==> config.mk <==
export PLATFORM = sky130hd
export DESIGN_NAME = mxrv_regfile
export DESIGN_NICKNAME = d
export VERILOG_FILES = /design/src/rtl/mxrv_regfile.sv
export SDC_FILE = /design/constraint.sdc
export NUM_CORES = 2
export LEC_CHECK = 0
export BUFFER_PORTS_ARGS = -buffer_cell sky130_fd_sc_hd__buf_2
export CAP_MARGIN = 5
export CORE_AREA = 5 5 376 378
export CTS_BUF_LIST = sky130_fd_sc_hd__clkbuf_4
export CTS_CLUSTER_DIAMETER = 40
export DETAILED_ROUTE_END_ITERATION = 10
export DIE_AREA = 0 0 381 383
export PLACE_DENSITY = 0.6
export REMOVE_ABC_BUFFERS = 1
export SLEW_MARGIN = 30
export SYNTH_ARGS = -nofsm -noshare
export SYNTH_HDL_FRONTEND = slang
export SYNTH_SLANG_ARGS = --single-unit
export TNS_END_PERCENT = 5
==> constraint.sdc <==
create_clock -name clk -period 9.2 [get_ports clk]
set_clock_uncertainty 0.2 [all_clocks]
set_input_delay 2.3 -clock clk [delete_from_list [all_inputs] [get_ports clk]]
set_output_delay 2.3 -clock clk [all_outputs]
set_load 0.03 [all_outputs]
==> src/rtl/mxrv_regfile.sv <==
// Register file with two registered read ports, one writeback port, optional
// same-cycle write-to-read forwarding, and a per-entry pending-write scoreboard.
module mxrv_regfile #(
    parameter int DW     = 32,
    parameter int AW     = 5,
    parameter int BYPASS = 1
) (
    input  logic          clk,
    input  logic          rst_n,
    input  logic [AW-1:0] rs1_addr_i,
    input  logic [AW-1:0] rs2_addr_i,
    input  logic          re_i,
    output logic [DW-1:0] rs1_data_o,
    output logic [DW-1:0] rs2_data_o,
    input  logic          we_i,
    input  logic [AW-1:0] rd_addr_i,
    input  logic [DW-1:0] rd_data_i,
    input  logic          iss_i,
    input  logic [AW-1:0] iss_addr_i,
    output logic          rs1_busy_o,
    output logic          rs2_busy_o
);

    localparam int NREG = 2 ** AW;

    logic [DW-1:0] ent_val [NREG];
    logic [NREG-1:0] busy_val;
    logic [AW-1:0] rs_addr [2];
    logic [DW-1:0] rs_data [2];

    // Entry 0 is hardwired: no storage, never written, never busy.
    assign ent_val[0]  = '0;
    assign busy_val[0] = 1'b0;

    // Entries are flops rather than RAM because reset must clear them all.
    genvar gi;
    generate
        for (gi = 1; gi < NREG; gi++) begin : g_ent
            logic [DW-1:0] ent_reg;
            logic          busy_reg;

            always_ff @(posedge clk or negedge rst_n) begin
                if (!rst_n) begin
                    ent_reg  <= '0;
                    busy_reg <= 1'b0;
                end else begin
                    if (we_i && rd_addr_i == AW'(gi))
                        ent_reg <= rd_data_i;
                    // A new issue outranks the retiring writeback to the same entry.
                    if (iss_i && iss_addr_i == AW'(gi))
                        busy_reg <= 1'b1;
                    else if (we_i && rd_addr_i == AW'(gi))
                        busy_reg <= 1'b0;
                end
            end

            assign ent_val[gi]  = ent_reg;
            assign busy_val[gi] = busy_reg;
        end
    endgenerate

    assign rs_addr[0] = rs1_addr_i;
    assign rs_addr[1] = rs2_addr_i;

    generate
        for (gi = 0; gi < 2; gi++) begin : g_rd
            logic [DW-1:0] data_reg;
            logic [DW-1:0] data_next;

            always_comb begin
                data_next = ent_val[rs_addr[gi]];
                if (BYPASS != 0 && we_i && rd_addr_i == rs_addr[gi])
                    data_next = rd_data_i;
                if (rs_addr[gi] == '0)
                    data_next = '0;
            end

            always_ff @(posedge clk or negedge rst_n) begin
                if (!rst_n)
                    data_reg <= '0;
                else if (re_i)
                    data_reg <= data_next;
            end

            assign rs_data[gi] = data_reg;
        end
    endgenerate

    assign rs1_data_o = rs_data[0];
    assign rs2_data_o = rs_data[1];
    assign rs1_busy_o = busy_val[rs1_addr_i];
    assign rs2_busy_o = busy_val[rs2_addr_i];

endmodule
== Word level (Yosys, flattened, before mapping) ==
Index checks and enable logic that the tools add are counted.

* Input bits: 57
* Output and inout port bits: 66
* Logic and storage cells: 307
* Flip-flop bits (word level): 1087

* Equal/unequal tests: 64
* Bitwise logic cells: 2
* $lt $le $gt $ge: 4
* Reductions and logical operators: 97
* Mux-type cells: 76

{| class="wikitable"
|+ Operators with widths
! cell !! number
|-
| $bmux 32 s5 || 2
|-
| $mux 32 || 8
|-
| $eq 5x5->1 const B || 32
|-
| $eq 5x4->1 const B || 16
|-
| $logic_and 1x1->1 || 64
|-
| $mux 1 || 64
|-
| $reduce_bool 2->1 || 31
|-
| $eq 5x3->1 const B || 8
|-
| $eq 5x2->1 const B || 4
|-
| $ge 6x6->1 const B || 2
|-
| $lt 5x6->1 const B || 2
|-
| $not 5->6 || 2
|-
| $bmux 1 s5 || 2
|-
| $eq 5x1->1 const B || 2
|-
| $eq 5x5->1 || 2
|-
| $logic_not 5->1 || 2
|}

== Depth between registers and ports, before layout ==
* Depth in word-level cells: 6
* Gate-level depth with buffers: 11
* Mapped depth without buffers: 6

== Least setup slack after synthesis ==
Ideal clock, no wire load.

* Path type: input port to output port
* Start: in rs1_addr_i[0]
* End: out rs1_busy_o
* Slack: 2507 ps
* Buffers on the path: 4
* Arrival: 4193 ps
* Cell stages on the path: 8
* Required time: 6700 ps
* Cells stage by stage: buf_2 -> buf_6 -> buf_6 -> buf_6 -> mux2_2 -> a22o_1 -> mux4_2 -> mux2_2

* Cells in the longest elaborated chain, start to end: 2

{| class="wikitable"
|+ Ends and longest elaborated chain
! element !! line !! RTL
|-
| start, declared || 10 || <nowiki>input logic [AW-1:0] rs1_addr_i,</nowiki>
|-
| $bmux 1 s5 || 91 || <nowiki>assign rs1_busy_o = busy_val[rs1_addr_i];</nowiki>
|-
| $mux 1 (not written as such) || 91 ||
|-
| end, declared || 20 || <nowiki>output logic rs1_busy_o,</nowiki>
|}

Every way passes these cells. The select of a mux whose other input is x is not followed.

== Final worst setup path ==
* Start: in rs2_addr_i[1]
* End: out rs2_busy_o

* Cells in the longest elaborated chain, start to end: 2

{| class="wikitable"
|+ Ends and longest elaborated chain
! element !! line !! RTL
|-
| start, declared || 11 || <nowiki>input logic [AW-1:0] rs2_addr_i,</nowiki>
|-
| $bmux 1 s5 || 92 || <nowiki>assign rs2_busy_o = busy_val[rs2_addr_i];</nowiki>
|-
| $mux 1 (not written as such) || 92 ||
|-
| end, declared || 21 || <nowiki>output logic rs2_busy_o</nowiki>
|}

Every way passes these cells. The select of a mux whose other input is x is not followed.

==> insert_results.sql <==
INSERT INTO impl_metrics (metric_group, metric, value, unit) VALUES
('run_status', 'status', 'complete, no violations', ''),
('power', 'post-layout-total-power', '0.0136', 'W'),
('power', 'p_leak', '27.5', 'nW'),
('cts', 'cts_h_tree_lvls', '5', ''),
('global_routing', 'number_of_global_route_vias_before_repair', '39100', ''),
('finish', 'final_design_area_no_fill', '0.0631', 'sq mm'),
('synth', 'synth-xor-area-share', '0.153', '%'),
('synth', 'yosys.area_share.simple', '1.89', '%'),
('global_routing', 'antenna_violations_before_repair', '7', ''),
('floorplan', 'std_cell_rows', '136', ''),
('finish', 'final_net_count', '4021', ''),
('floorplan', 'ioPinCount', '123', ''),
('synth', 'post_synth_fa_ha_maj_area_fraction', '0', '%'),
('sta', 'final.setup.tns', '0', 'ns'),
('hold_path', 'hold_class', 'register to register', ''),
('routing', 'drt_first_iter_violations', '2831', ''),
('sta', 'hold_viol', '0', ''),
('critical_path', 'worst-endpoint-arrival', '4.51', 'ns'),
('synth', 'synth_cells', '3855', ''),
('routing', 'post_drt_wl_per_cell', '30.5', 'um'),
('critical_path', 'crit_path_end_kind', 'output port', ''),
('finish', 'seqCellArea', '0.0272', 'sq mm'),
('cts', 'clock_sinks', '1087', ''),
('synth', 'netlist-cell-type-count', '47', ''),
('sta', 'fmax', '143', 'MHz'),
('placement', 'place.port_buffers', '122', ''),
('synth', 'synthDominantCellAreaShare', '47.5', '%'),
('routing', 'avgViaCountPerCell', '6.29', ''),
('sta', 'slew_headroom', '31.6', '%'),
('finish', 'fraction_of_layout_instances_using_a_drive_strength_above_1', '54.5', '%'),
('critical_path', 'reg2reg_to', 'rs1_data_o[11]$_DFFE_PN0P_', ''),
('finish', 'area_used_by_multi_input_combinational_logic', '0.0283', 'sq mm'),
('floorplan', 'area_of_the_die', '0.146', 'sq mm'),
('finish', 'syn2layout_area_growth', '10.2', '%'),
('critical_path', 'timing.critical_path.slowest_stage_cell', 'sky130_fd_sc_hd__buf_8', ''),
('sta', 'unrepaired_setup_endpoints_after_global_routing', 'no', ''),
('global_routing', 'first_pass_grt_wire_length', '270000', 'um'),
('critical_path', 'setup.reg_to_reg.worst_slack', '6.90', 'ns'),
('flow_run', 'max_cap_violations', '0', ''),
('synth', 'postSynth.asyncResetShare', '100', '%'),
('floorplan', 'fp.dieH', '383', 'um'),
('floorplan', 'floorplan.initialDensity', '41.8', '%'),
('cts', 'cts_root_buffer', 'sky130_fd_sc_hd__clkbuf_4', ''),
('cts', 'postCtsHoldBufs', '0', ''),
('global_routing', 'grt_overflow_total', '0', ''),
('cts', 'number_of_cts_inserted_buffers', '317', ''),
('synth', 'synthMuxAreaShare', '42.0', '%'),
('synth', 'post-synth-top-area-cell', 'sky130_fd_sc_hd__dfrtp_1', ''),
('finish', 'stdcell_count', '5953', ''),
('synth', 'ys_warn_count', '0', ''),
('power', 'total_power_divided_by_cell_area', '216', 'mW/mm^2'),
('critical_path', 'r2r-start', 'g_ent[23].ent_reg[11]$_DFFE_PN0P_', ''),
('routing', 'drt_pre_antenna_iters', '5', ''),
('finish', 'nFillCells', '12300', ''),
('synth', 'synth-compound-area-share', '5.14', '%'),
('synth', 'synth.area.top_cells', 'sky130_fd_sc_hd__dfrtp_1, sky130_fd_sc_hd__mux2_2, sky130_fd_sc_hd__mux4_2', ''),
('cts', 'tritoncts', 'built', ''),
('hold_path', 'hold_end', 'rs2_data_o[0]$_DFFE_PN0P_', ''),
('sta', 'timing.final.max_slew_violations', '0', ''),
('cts', 'clock_insertion_delay_worst_skew', '1.25', 'ns'),
('cts', 'clk_transition_reported_paths', '0.06', 'ns'),
('synth', 'main_combinational_cell_family_by_area_after_synthesis', 'multiplexers', ''),
('global_routing', 'grt_start_max_net_pins', '159', ''),
('critical_path', 'worst-setup-path-type', 'input pin to output port', ''),
('finish', 'final_common_cell', 'sky130_fd_sc_hd__dfrtp_1', ''),
('synth', 'syn-mean-instance-area', '14.9', 'sq um'),
('placement', 'placed_cells', '5436', ''),
('floorplan', 'fp.coreArea', '0.137', 'sq mm'),
('critical_path', 'max_stage_delay', '0.57', 'ns'),
('routing', 'remaining_drc_errors', '0', ''),
('finish', 'largest_register_ff_count', '992', '');
[logic make-up (layout without fill, tap and decap cells)]
logic type,Yosys count,in the layout
AO/OA/AOI/OAI,395,395
multiplexers,1697,1697
flip-flops,1087,1087
other,0,8
AND/OR/NAND/NOR,221,221
buffers and inverters,445,741
XOR/XNOR,10,10
[worst max-delay path: cells and delay by family]
| family | cells | cell delay [ns] |
|---|---|---|
| mux | 3 | 1.15 |
| buf+inv | 2 | 0.75 |
| compound gates | 1 | 0.23 |
[area by class of cell]
| type | instances | area share, % |
|---|---|---|
| sequential | 1087 | 43.1 |
| inverter | 21 | 0.129 |
| antenna | 8 | 0.0317 |
| tap | 1794 | 3.56 |
| clock inverter | 47 | 0.298 |
| multi-input combinational | 2323 | 44.9 |
| clock buffer | 459 | 5.46 |
| timing repair buffer | 214 | 2.49 |
[how the worst max path moves through the flow]
stage / start / to / cells after the start
6_report: rs2_addr_i[1] / rs2_busy_o / 6
5_1_grt: rs2_addr_i[0] / rs2_busy_o / 5
4_1_cts: rs2_addr_i[1] / rs2_busy_o / 6
3_5_place_dp: rs2_addr_i[0] / rs2_data_o[7]$_DFFE_PN0P_ / 10
3_3_place_gp: rs2_addr_i[0] / rs2_data_o[7]$_DFFE_PN0P_ / 10
2_1_floorplan: rs2_addr_i[1] / rs2_busy_o / 4
[cells in the mapped netlist (all sizes together) (7+ instances only)]
cell type / n
clkbuf: 250
o2bb2ai: 29
nand3: 10
nand2: 42
nor2b: 21
dfrtp: 1087
nor3: 45
buf: 174
a221o: 25
mux2i: 164
nor2: 54
a21oi: 7
mux4: 456
nand2b: 9
nor4: 20
o22ai: 114
a22oi: 33
mux2: 1077
inv: 21
a221oi: 10
a2111oi: 10
a22o: 42
a211oi: 37
o21ai: 46
o311a: 16
[metal layers]
layer	vias up	part of all wire, %	GRT usage (%)
met4	4	3.3	9.07
li1	15400	-	-
met2	1328	48	40.3
met3	390	6.0	4.79
met5	-	0.016	0
met1	20300	43	33.7
[per-stage QoR]
stage	util, %	hold WS, ns	setup slack [ns]
after CTS	45.9	0.286	2.21
after detailed placement	43.3	0.268	2.19
after global routing	46.0	0.295	2.14
final	46.0	0.279	2.19
after global placement	43.2	0.266	2.23
after floorplan	-	0.261	2.57
[report_power, final]
group          total [W]  switching, W  internal [W]
combinational    0.00288       0.00118       0.00169
clock            0.00433       0.00208       0.00226
sequential       0.00639      0.000676       0.00572
total             0.0136       0.00394       0.00967
(Power assumes the default switching activity.)
